**src/rtl/wb_arbiter.sv**
```systemverilog
// Two-master pipelined Wishbone arbiter sharing one slave port, round-robin on ties.
// Optional watchdog/lockout enabled by defining WBARB_TIMEOUT_EN.
module wb_arbiter #(
    parameter int AW      = 1,
    parameter int DW      = 6,
    parameter int TIMEOUT = 16
) (
    input  logic          i_clk,
    input  logic          i_reset,

    input  logic          i_a_cyc,
    input  logic          i_a_stb,
    input  logic          i_a_we,
    input  logic [AW-1:0] i_a_addr,
    input  logic [DW-1:0] i_a_data,
    output logic          o_a_stall,
    output logic          o_a_ack,
    output logic          o_a_err,
    output logic [DW-1:0] o_a_data,

    input  logic          i_b_cyc,
    input  logic          i_b_stb,
    input  logic          i_b_we,
    input  logic [AW-1:0] i_b_addr,
    input  logic [DW-1:0] i_b_data,
    output logic          o_b_stall,
    output logic          o_b_ack,
    output logic          o_b_err,
    output logic [DW-1:0] o_b_data,

    output logic          o_cyc,
    output logic          o_stb,
    output logic          o_we,
    output logic [AW-1:0] o_addr,
    output logic [DW-1:0] o_data,
    input  logic          i_stall,
    input  logic          i_ack,
    input  logic [DW-1:0] i_data
);

    typedef enum logic [1:0] {
        IDLE  = 2'd0,
        GNT_A = 2'd1,
        GNT_B = 2'd2
    } state_t;

    state_t r_state, w_next;
    logic   r_last_b, w_last_b_next;
    logic   w_a_req, w_b_req;
    logic   w_timeout;

`ifdef WBARB_TIMEOUT_EN
    localparam int CW = $clog2(TIMEOUT + 1);

    logic [CW-1:0] r_cnt;
    logic          r_lock_a, r_lock_b;

    assign w_a_req   = i_a_cyc & ~r_lock_a;
    assign w_b_req   = i_b_cyc & ~r_lock_b;
    assign w_timeout = (r_state != IDLE) && (r_cnt == CW'(TIMEOUT));
    assign o_a_err   = (r_state == GNT_A) && w_timeout;
    assign o_b_err   = (r_state == GNT_B) && w_timeout;

    // Any progress (ack or accepted strobe) or a change of owner restarts the count.
    always_ff @(posedge i_clk) begin
        if (i_reset) begin
            r_cnt    <= '0;
            r_lock_a <= 1'b0;
            r_lock_b <= 1'b0;
        end else begin
            if ((w_next != r_state) || i_ack || (o_stb && !i_stall))
                r_cnt <= '0;
            else if (r_state != IDLE)
                r_cnt <= r_cnt + 1'b1;

            if ((r_state == GNT_A) && w_timeout)
                r_lock_a <= 1'b1;
            else if (!i_a_cyc)
                r_lock_a <= 1'b0;

            if ((r_state == GNT_B) && w_timeout)
                r_lock_b <= 1'b1;
            else if (!i_b_cyc)
                r_lock_b <= 1'b0;
        end
    end
`else
    logic w_unused_timeout;

    assign w_unused_timeout = (TIMEOUT > 0);
    assign w_a_req   = i_a_cyc;
    assign w_b_req   = i_b_cyc;
    assign w_timeout = 1'b0;
    assign o_a_err   = 1'b0;
    assign o_b_err   = 1'b0;
`endif

    always_ff @(posedge i_clk) begin
        if (i_reset) begin
            r_state  <= IDLE;
            r_last_b <= 1'b1;
        end else begin
            r_state  <= w_next;
            r_last_b <= w_last_b_next;
        end
    end

    always_comb begin
        w_next        = r_state;
        w_last_b_next = r_last_b;
        case (r_state)
            IDLE: begin
                if (w_a_req && w_b_req)
                    w_next = r_last_b ? GNT_A : GNT_B;
                else if (w_a_req)
                    w_next = GNT_A;
                else if (w_b_req)
                    w_next = GNT_B;
            end
            GNT_A: begin
                if (!i_a_cyc || w_timeout) begin
                    w_next        = w_b_req ? GNT_B : IDLE;
                    w_last_b_next = 1'b0;
                end
            end
            GNT_B: begin
                if (!i_b_cyc || w_timeout) begin
                    w_next        = w_a_req ? GNT_A : IDLE;
                    w_last_b_next = 1'b1;
                end
            end
            default: w_next = IDLE;
        endcase
    end

    always_comb begin
        o_cyc     = 1'b0;
        o_stb     = 1'b0;
        o_we      = 1'b0;
        o_addr    = '0;
        o_data    = '0;
        o_a_stall = 1'b1;
        o_a_ack   = 1'b0;
        o_a_data  = '0;
        o_b_stall = 1'b1;
        o_b_ack   = 1'b0;
        o_b_data  = '0;
        case (r_state)
            GNT_A: begin
                o_cyc     = i_a_cyc;
                o_stb     = i_a_stb & i_a_cyc;
                o_we      = i_a_we;
                o_addr    = i_a_addr;
                o_data    = i_a_data;
                o_a_stall = i_stall;
                o_a_ack   = i_ack;
                o_a_data  = i_data;
            end
            GNT_B: begin
                o_cyc     = i_b_cyc;
                o_stb     = i_b_stb & i_b_cyc;
                o_we      = i_b_we;
                o_addr    = i_b_addr;
                o_data    = i_b_data;
                o_b_stall = i_stall;
                o_b_ack   = i_ack;
                o_b_data  = i_data;
            end
            default: ;
        endcase
    end

endmodule
```
**config.mk**
```make
export PLATFORM = sky130hd
export DESIGN_NAME = wb_arbiter
export DESIGN_NICKNAME = d
export VERILOG_FILES = /design/src/rtl/wb_arbiter.sv
export SDC_FILE = /design/constraint.sdc
export NUM_CORES = 1
export LEC_CHECK = 0
export ABC_AREA = 1
export BUFFER_PORTS_ARGS = -buffer_cell sky130_fd_sc_hd__buf_2
export CORE_MARGIN = 2
export CORE_UTILIZATION = 36
export CTS_CLUSTER_SIZE = 40
export DETAILED_ROUTE_END_ITERATION = 16
export GPL_TIMING_DRIVEN = 0
export PLACE_DENSITY = 0.83
export SLEW_MARGIN = 20
export SYNTH_ARGS = -nofsm -noshare
export SYNTH_HDL_FRONTEND = slang
export SYNTH_SLANG_ARGS = --single-unit
```
**constraint.sdc**
```tcl
create_clock -name i_clk -period 2.25 [get_ports i_clk]
set_clock_uncertainty 0.05 [all_clocks]
set_input_delay 0 -clock i_clk [delete_from_list [all_inputs] [get_ports i_clk]]
set_output_delay 0 -clock i_clk [all_outputs]
set_load 0.02 [all_outputs]
```
==> report_table.html <==
<table>
<tr><th>Metric</th><th>Value</th></tr>
<tr><th colspan="2">Drt</th></tr>
<tr><td>Drt wl/cell</td><td>between 8 and 9 um</td></tr>
<tr><td>Post-route DRC violation count</td><td>0</td></tr>
<tr><td>Detailed-router iteration count before antenna repair</td><td>4</td></tr>
<tr><td>Iteration-0 DRC count of the detailed router</td><td>3</td></tr>
<tr><td>Detail Route Antenna Nets</td><td>0</td></tr>
<tr><td>Via total after detailed routing</td><td>~800</td></tr>
<tr><td>Vias per cell</td><td>4.49</td></tr>
<tr><td>Routed wire length</td><td>between 1500 and 2000 um</td></tr>
<tr><th colspan="2">Worst setup path</th></tr>
<tr><td>R2r endpoint</td><td>r_state[0]</td></tr>
<tr><td>Capture point of the critical path</td><td>o_data[3]</td></tr>
<tr><td>Max Fanout on Critical Path</td><td>10</td></tr>
<tr><td>Startpoint of the worst setup timing path</td><td>r_state[0]</td></tr>
<tr><td>Element type at the critical path start</td><td>flip-flop</td></tr>
<tr><td>Critical path buffer and inverter count</td><td>3</td></tr>
<tr><td>Crit end category</td><td>primary output</td></tr>
<tr><td>Reg-to-reg slack, setup</td><td>840 ps</td></tr>
<tr><td>Critical path arrival</td><td>1630 ps</td></tr>
<tr><td>Cells on worst reg2reg path</td><td>9</td></tr>
<tr><td>Kind of cell adding the most delay to the critical path</td><td>buffers and inverters</td></tr>
<tr><td>CP cell instances</td><td>inv_1 -&gt; ha_1 -&gt; clkinv_1 -&gt; a21oi_1 -&gt; buf_2</td></tr>
<tr><td>Number of stages on the worst setup path</td><td>5</td></tr>
<tr><td>Classification of the worst setup path</td><td>reg -&gt; out</td></tr>
<tr><td>CP max stage cell</td><td>sky130_fd_sc_hd__dfxtp_1</td></tr>
<tr><td>Slowest stage delay, CP</td><td>400 ps</td></tr>
<tr><td>Data required time of the worst path</td><td>2200 ps</td></tr>
<tr><td>Startpoint of the worst register-to-register path</td><td>r_state[1]</td></tr>
<tr><th colspan="2">Floorplan</th></tr>
<tr><td>Die width</td><td>42.7 um</td></tr>
<tr><td>Number of placement rows</td><td>13</td></tr>
<tr><td>Core footprint</td><td>0.00135 sq mm</td></tr>
<tr><td>Die Y-Extent</td><td>42.7 um</td></tr>
<tr><td>Total I/O pin count</td><td>58</td></tr>
<tr><td>Area of the die</td><td>0.00182 sq mm</td></tr>
<tr><td>Starting utilization of the core area</td><td>39.9%</td></tr>
<tr><th colspan="2">Clocking</th></tr>
<tr><td>Reg clk slew, reported paths</td><td>30 ps</td></tr>
<tr><td>H-tree depth</td><td>1</td></tr>
<tr><td>TritonCTS clock tree</td><td>built</td></tr>
<tr><td>Root buffer cell</td><td>sky130_fd_sc_hd__clkbuf_4</td></tr>
<tr><td>TritonCTS Sinks</td><td>3</td></tr>
<tr><td>Buffer depth of the longest clock path</td><td>2</td></tr>
<tr><td>Cts bufs inserted</td><td>3</td></tr>
<tr><td># resized after CTS</td><td>0</td></tr>
<tr><td>Clk_lat worst skew</td><td>220 ps</td></tr>
<tr><th colspan="2">Flow run</th></tr>
<tr><td>Total of max-cap violations</td><td>0</td></tr>
<tr><th colspan="2">STA</th></tr>
<tr><td>RSZ-0062 raised after global routing</td><td>false</td></tr>
<tr><td>Number of hold violations in the final report</td><td>0</td></tr>
<tr><td>Number of max-slew violations in the final report</td><td>0</td></tr>
<tr><td>Setup total negative slack</td><td>0 ps</td></tr>
<tr><td>Final Cycle Share</td><td>about three quarters</td></tr>
<tr><td>Setup-failing EPs final</td><td>0</td></tr>
<tr><td>Shortest clock period the worst path allows after layout</td><td>1680 ps</td></tr>
<tr><td>Achievable Freq</td><td>a little under 600 MHz</td></tr>
<tr><th colspan="2">Yosys</th></tr>
<tr><td>Biggest area contributors in the synthesized netlist</td><td>sky130_fd_sc_hd__nand2_1 33%, sky130_fd_sc_hd__ha_1 14%, sky130_fd_sc_hd__inv_1 13%, sky130_fd_sc_hd__dfxtp_1 11%, sky130_fd_sc_hd__a21oi_1 10%</td></tr>
<tr><td>Proportion of netlist area held by the largest area contributor</td><td>33.5%</td></tr>
<tr><td>Number of flip-flops and latches in the synthesized netlist</td><td>3</td></tr>
<tr><td>Number of warnings reported in the yosys synthesis log</td><td>0</td></tr>
<tr><td>Post-synthesis cell area</td><td>538 sq um</td></tr>
<tr><td>Share of the yosys chip area belonging to registers</td><td>11.2%</td></tr>
<tr><td>Top cell type by total area after synthesis</td><td>sky130_fd_sc_hd__nand2_1</td></tr>
<tr><td>Syn_area_per_cell</td><td>5.12 sq um</td></tr>
<tr><td>Number of cells produced by synthesis</td><td>105</td></tr>
<tr><td>Number of distinct library cell variants in the gate-level netlist after synthesis</td><td>17</td></tr>
<tr><th colspan="2">Final layout</th></tr>
<tr><td>Synthesis-to-finish area growth</td><td>62.1%</td></tr>
<tr><td>Share of cells above drive strength 1</td><td>40.4%</td></tr>
<tr><td>Most frequent cells in the layout</td><td>58 x sky130_fd_sc_hd__buf_2, 48 x sky130_fd_sc_hd__nand2_1, 19 x sky130_fd_sc_hd__inv_1, 11 x sky130_fd_sc_hd__a21oi_1, 6 x sky130_fd_sc_hd__ha_1</td></tr>
<tr><td>Most common cell after layout, fill and taps aside</td><td>sky130_fd_sc_hd__buf_2</td></tr>
<tr><td>Total Nets Final</td><td>203</td></tr>
<tr><td>Number of diodes</td><td>0</td></tr>
<tr><td>Cell Count, Final, Fillers Out</td><td>181</td></tr>
<tr><th colspan="2">Placed design</th></tr>
<tr><td># port buffers</td><td>55</td></tr>
<tr><td>Placer Congestion</td><td>0.860</td></tr>
<tr><td>DP Cell Count</td><td>between 150 and 200</td></tr>
<tr><td>Post-DP HPWL</td><td>1390 um</td></tr>
<tr><th colspan="2">Worst hold path</th></tr>
<tr><td>Kind of path behind the tightest hold check</td><td>in -&gt; reg</td></tr>
<tr><th colspan="2">GRT</th></tr>
<tr><td>Gr ovfl total</td><td>0</td></tr>
<tr><td>Number of global-route vias before repair</td><td>around 640</td></tr>
<tr><td>Global router's overall resource usage</td><td>17.3%</td></tr>
<tr><td>Pin count of the biggest net entering global routing</td><td>11</td></tr>
<tr><td>Initial antenna violation count</td><td>0</td></tr>
<tr><td>Global-route wire length before repair</td><td>2570 um</td></tr>
<tr><th colspan="2">Status</th></tr>
<tr><td>Result of the run</td><td>finished, final reports clean</td></tr>
<tr><th colspan="2">Power and ir drop</th></tr>
<tr><td>VDD IR max</td><td>approximately 0.0004 V</td></tr>
<tr><td>P per Cell Area</td><td>629 mW/mm^2</td></tr>
<tr><td>Leakage</td><td>0.628 nW</td></tr>
<tr><td>Total power</td><td>0.549 mW</td></tr>
</table>
flip-flops by register name (all words and copies together), names as in the netlist:
name	count
r_last_b	1
r_state	2
cell usage after synthesis, drive strengths merged:
library cell,count
dfxtp,3
ha,6
nor2,2
a31oi,1
clkbuf,1
buf,5
a21oi,11
conb,1
nand3b,1
nand3,3
clkinv,1
inv,20
nand2,50
cell type report:
type	count	area [sq um]
plain buffers	6	33.8
clock buffers	4	26.3
fillers	131	478
inverters	21	78.8
multi-input cells	76	369
flip-flops and latches	3	60.1
well taps	15	18.8
repair buffers	56	285
metrics by stage:
stage          setup WS (ps)  utilization (%)  cell area, sq um  hold slack [ps]
6_report                 575             64.6               872             98.9
5_1_grt                  408             64.6               872              113
4_1_cts                  568             64.6               872             95.0
3_5_place_dp             806             61.9               836              150
3_3_place_gp             829             61.9               836              151
2_1_floorplan            896                -               542             19.1
layer usage:
metal,global-route usage (%),vias up,routed length (um)
li1,-,432,-
met1,19.1,341,598
met2,33.0,39,845
met3,2.98,0,162
met4,5.00,0,0
met5,0,-,0
cells by family (layout without fill, tap and decap cells):
kind of cell / Yosys count / count (layout) / share of synthesized area, %
and+or+nand+nor: 56 / 56 / 41.9
other: 1 / 2 / 0.697
AOI/OAI and AO/OA: 12 / 12 / 11.4
adders and majority gates: 6 / 6 / 14.0
DFF: 3 / 3 / 11.2
buffers and inverters: 27 / 87 / 20.9
repair_timing:
item,in CTS,in global routing
endpoints found under the hold margin,3,0
setup endpoints to repair,0,0
hold buffers,1,0
setup buffers,0,0
worst register-to-register path: cells and delay by family, from the launching register on:
kind / cells / cell delay, ps
AO/OA/AOI/OAI: 1 / 120
adder cells (fa/ha/maj): 1 / 230
buffers and inverters: 2 / 170
flip-flops: 1 / 400
AND/OR/NAND/NOR: 5 / 370
where the power goes:
part           switching [mW]  internal (mW)  leakage, nW  total, mW
combinational           0.249          0.130        0.588      0.379
clock                  0.0237         0.0662       0.0150     0.0898
sequential             0.0138         0.0659       0.0247     0.0798
how the worst min path moves through the flow:
stage	start	endpoint	cells after the start
2_1_floorplan	i_reset	r_state[0]	1
3_3_place_gp	i_reset	r_state[1]	2
3_5_place_dp	i_reset	r_state[1]	2
4_1_cts	i_a_cyc	r_last_b	4
5_1_grt	i_a_cyc	r_last_b	4
6_report	i_a_cyc	r_last_b	4
No activity file was read; power rests on OpenSTA's default activity.
